### src/rtl/request_unit_ctrl.sv
// Request unit between control and the I/D caches: turns one-cycle control intents
// into held memory request levels, with atomic tagging, flush cancel, watchdog and counter.
module request_unit_ctrl #(
    parameter bit          ATOMIC_EN = 1'b1,
    parameter int unsigned TIMEOUT   = 64,
    parameter int unsigned CNT_W     = 16
) (
    input  logic             CLK,
    input  logic             nRST,
    input  logic             iread,
    input  logic             dread,
    input  logic             dwrite,
    input  logic             datomic_in,
    input  logic             halt,
    input  logic             flush,
    input  logic             ihit,
    input  logic             dhit,
    output logic             imemREN,
    output logic             dmemREN,
    output logic             dmemWEN,
    output logic             datomic,
    output logic             dpending,
    output logic             timeout,
    output logic [CNT_W-1:0] dacc_count
);

    localparam int unsigned WAIT_W = $clog2(TIMEOUT + 1);

    typedef enum logic [1:0] {
        IDLE = 2'd0,
        DREQ = 2'd1,
        ERR  = 2'd2
    } state_e;

    state_e            state_q, state_d;
    logic              ren_q, ren_d;
    logic              wen_q, wen_d;
    logic              atom_q, atom_d;
    logic              tmo_q, tmo_d;
    logic              halted_q, halted_d;
    logic [WAIT_W-1:0] wait_q, wait_d;
    logic [CNT_W-1:0]  cnt_q, cnt_d;

    // State and request registers
    always_ff @(posedge CLK or negedge nRST) begin
        if (!nRST) begin
            state_q  <= IDLE;
            ren_q    <= 1'b0;
            wen_q    <= 1'b0;
            atom_q   <= 1'b0;
            tmo_q    <= 1'b0;
            halted_q <= 1'b0;
            wait_q   <= '0;
            cnt_q    <= '0;
        end else begin
            state_q  <= state_d;
            ren_q    <= ren_d;
            wen_q    <= wen_d;
            atom_q   <= atom_d;
            tmo_q    <= tmo_d;
            halted_q <= halted_d;
            wait_q   <= wait_d;
            cnt_q    <= cnt_d;
        end
    end

    // Next-state: request capture, completion, cancel and watchdog
    always_comb begin
        state_d  = state_q;
        ren_d    = ren_q;
        wen_d    = wen_q;
        atom_d   = atom_q;
        tmo_d    = tmo_q;
        halted_d = halted_q | halt;
        wait_d   = wait_q;
        cnt_d    = cnt_q;

        case (state_q)
            IDLE: begin
                if (ihit && (dread || dwrite) && !flush) begin
                    state_d = DREQ;
                    wen_d   = dwrite;
                    ren_d   = dread & ~dwrite;
                    atom_d  = datomic_in & ATOMIC_EN;
                    wait_d  = '0;
                end
            end
            DREQ: begin
                // dhit takes priority over flush so a completing access is counted
                if (dhit) begin
                    state_d = IDLE;
                    ren_d   = 1'b0;
                    wen_d   = 1'b0;
                    atom_d  = 1'b0;
                    if (cnt_q != {CNT_W{1'b1}}) begin
                        cnt_d = cnt_q + CNT_W'(1);
                    end
                end else if (flush) begin
                    state_d = IDLE;
                    ren_d   = 1'b0;
                    wen_d   = 1'b0;
                    atom_d  = 1'b0;
                end else if (wait_q == WAIT_W'(TIMEOUT - 1)) begin
                    state_d = ERR;
                    ren_d   = 1'b0;
                    wen_d   = 1'b0;
                    atom_d  = 1'b0;
                    tmo_d   = 1'b1;
                end else begin
                    wait_d = wait_q + WAIT_W'(1);
                end
            end
            ERR: begin
                ren_d  = 1'b0;
                wen_d  = 1'b0;
                atom_d = 1'b0;
                tmo_d  = 1'b1;
            end
            default: begin
                state_d = IDLE;
                ren_d   = 1'b0;
                wen_d   = 1'b0;
                atom_d  = 1'b0;
            end
        endcase
    end

    assign imemREN    = iread & ~halted_q & ~tmo_q;
    assign dmemREN    = ren_q;
    assign dmemWEN    = wen_q;
    assign datomic    = atom_q;
    assign dpending   = (state_q == DREQ);
    assign timeout    = tmo_q;
    assign dacc_count = cnt_q;

endmodule
### config.mk
export PLATFORM = sky130hd
export DESIGN_NAME = request_unit_ctrl
export DESIGN_NICKNAME = d
export VERILOG_FILES = /design/src/rtl/request_unit_ctrl.sv
export SDC_FILE = /design/constraint.sdc
export NUM_CORES = 1
export LEC_CHECK = 0
export ABC_CLOCK_PERIOD_IN_PS = 4080
export CORE_UTILIZATION = 40
export DETAILED_ROUTE_END_ITERATION = 7
export PLACE_DENSITY_LB_ADDON = 0.2
export SLEW_MARGIN = 10
export SYNTH_ARGS = -nofsm -noshare
export SYNTH_HDL_FRONTEND = slang
export SYNTH_SLANG_ARGS = --single-unit
### constraint.sdc
create_clock -name CLK -period 4.08 [get_ports CLK]
set_input_delay 0.816 -clock CLK [delete_from_list [all_inputs] [get_ports CLK]]
set_output_delay 0.816 -clock CLK [all_outputs]
set_load 0.02 [all_outputs]
==> results_dict.tcl <==
set metrics [dict create \
    critical_path.startpoint "iread" \
    setup_viol 0 \
    holdPathEnd "halted_q" \
    path_max_fanout 1 \
    final_area_mm2 0.00189 \
    start_kind "input port" \
    die_x_um 62.5 \
    wirelength_um 2970 \
    synth_most_common_cell "dfrtp_1" \
    critical-path-top-delay-family "buffers and inverters" \
    diodes 0 \
    fp-row-count 21 \
    synth_area_leader_cell "dfrtp_1" \
    drive_above_1_share_pct 11.2 \
    seqCellArea_um2 751 \
    power.density_mw_per_mm2 381 \
    outcome "finished, final reports clean" \
    crit_buf_inv 2 \
    wl_per_cell_um 13.8 \
    max_freq_mhz 344 \
    clk_pin_slew_ps 100 \
    cp.arrival_ps 2090 \
    tns_ps 0 \
    rr_worst_depth 4 \
    avgSynthCellArea_um2 11.0 \
    dr.pass1.iters 4 \
    cp_slowest_stage_delay_ps 640 \
    holdBufCountCts 0 \
    rsz0062_at_grt "false" \
    clockBufferDepth 2 \
    clock_latency_ps 340 \
    grt_overflow_total 0 \
    antenna_left 0 \
    port_buffers 31 \
    grt_usage_pct 18.2 \
    synth_seq_cells 30 \
    yosys-top-cells-count "dfrtp_1 (30), xnor2_1 (11), nand2_1 (8), nand4_1 (8), nor2_1 (8)" \
    hold_viol_final 0 \
    post-cts-setup-buffers 0 \
    crit_top_cell "clkdlybuf4s50_1" \
    grt_pass1_wl_um 5490 \
    worst_slew_pin_slew_ps 599 \
    leakagePower_nw 0.763 \
    slew_headroom_pct 60.1 \
    nets 181 \
    synth_seq_area_share_pct 51.2 \
    htree_levels 2 \
    cts_sinks 30 \
    cts_tree "built" \
    synthArstFlopShare_pct 100 \
    min_from "halted_q" \
    drt_iter0_drc 40 \
    ir_worst_vdd_v 0.000255 \
    grt_pass1_vias 1183 \
    fin_crit_ps 2900 \
    grt_start_max_net_pins 31 \
    drc_errors 0 \
    numCtsBuffers 5 \
    dpl_cell_area_mm2 0.00183 \
    final.fill_count 312 \
    dpl.hpwl_um 2100 \
    synthesis.nets 145 \
    dr_total_vias 1120 \
    reg2reg_from "dacc_count[0]" \
    gp_congestion 0.877 \
    via_per_inst 5.19 \
    finalMaxSlewViolations 0 \
    multi_input_area_um2 678 \
    skew_ps 11.5 \
    worstPathRequired_ps 3260 \
    hold_path_class "reg2reg" \
    die_area_mm2 0.00391 \
    crit_chain "clkdlybuf4s50_1 -> nor3b_1 -> clkdlybuf4s50_1" \
    core_mm2 0.00342 \
    grt_antenna_before_repair 0 \
    worst_hold_path.num_cells 1 \
    r2r_slack_ps 2150 \
    end_kind "primary output" \
    synth_area_mm2 0.00147 \
    drv_cap 0 \
    yosysWarnings 0 \
    postSynthCellCount 133 \
    synth_edf_count 0 \
    die_h_um 62.5 \
    synth_top_area_share_pct 51.2 \
    ys_dominant_reg_cell "dfrtp_1" \
    area_growth_syn_to_layout_pct 28.9 \
    rr_endpoint "dacc_count[1]" \
    cts_root_buf "clkbuf_4" \
    slowest_stage "clkdlybuf4s50_1" \
    initial_utilization_pct 42.9 \
    cts-resized-gates 0 \
    synthTopCellsByArea "dfrtp_1 (51%), xnor2_1 (6.6%), nand4_1 (3.4%), o21ai_0 (2.4%), nand3_1 (2.0%)" \
    post_synth_num_cell_types 37 \
    io_pins 32 \
    min_period_over_period_pct 71.2 \
    critPathKind "in2out" \
]
## cells by family (layout without fill, tap and decap cells)
family          count (synthesis)  count (layout)  share of synthesized area [%]
compound gates                 24              24                           14.2
xor+xnor                       14              14                           8.36
fa+ha+maj                       2               2                           1.71
buf+inv                         9              46                           2.56
flops                          30              30                           51.2
mux                             4               4                           2.90
simple gates                   50              50                           19.1
## layout make-up
type | count | area share [%]
sequential | 30 | 39.7
clock buffer | 6 | 2.71
multi-input combinational | 94 | 35.9
tap | 46 | 3.04
clock inverter | 2 | 0.662
timing repair buffer | 32 | 16.8
inverter | 6 | 1.19
## cell usage in the layout (no fill, tap or decap), types with 2 or more instances in the layout
cell type	instances
clkdlybuf4s50_1	31
dfrtp_1	30
xnor2_1	11
nor2_1	8
nand2_1	8
nand4_1	8
o21ai_0	7
inv_1	6
nand3_1	6
clkbuf_4	5
nand2b_1	3
and4_1	3
and3_1	3
xor2_1	3
a22o_1	3
or2_2	2
nor3b_1	2
a2bb2oi_1	2
mux2i_1	2
nand3b_1	2
nor3_1	2
mux2_2	2
ha_1	2
## through the flow
step | total power (W) | cells | worst slack (ps) | hold slack [ps] | utilization, %
final | 0.000719 | 216 | 1180 | 494 | 55.3
after global routing | 0.000767 | 216 | 1140 | 514 | 55.3
after CTS | 0.000731 | 216 | 1170 | 504 | 55.3
after detailed placement | 0.000535 | 208 | 1160 | 475 | 53.5
after global placement | 0.000531 | 208 | 1220 | 454 | 53.5
after floorplan | 0.000453 | 133 | 1930 | 438 | -
## metal layers
metal | share of wire, % | track usage (%) | up-vias
met1 | 48 | 23.6 | 530
met3 | 5.5 | 6.02 | 5
li1 | - | - | 553
met5 | 0 | 0 | -
met4 | 1.9 | 7.85 | 0
met2 | 44 | 27.7 | 32
## how the worst max path moves through the flow
stage,end,slack (ps),depth (start not counted)
floorplan,imemREN,1930,1
global placement,imemREN,1220,3
detailed placement,imemREN,1160,3
CTS,imemREN,1170,3
global route,imemREN,1140,3
finish,imemREN,1180,3
## where the power goes
group | internal, W | total (W) | switching, W
Clock | 0.0000827 | 0.000191 | 0.000108
Combinational | 0.0000843 | 0.000163 | 0.0000788
Sequential | 0.000328 | 0.000366 | 0.0000374
Total | 0.000495 | 0.000719 | 0.000224
## worst reg2reg max path: stages (launching register included)
cell,delay [ps]
dfrtp_1,430
ha_1,260
and3_1,220
a41oi_2,520
mux2_2,400
## flip-flops by register name (all words and copies together), names as in the netlist
name / cells
dmemWEN: 1
state_q: 2
halted_q: 1
timeout: 1
dmemREN: 1
datomic: 1
wait_q: 7
dacc_count: 16
Note: power is estimated with default switching activity, not from simulation.
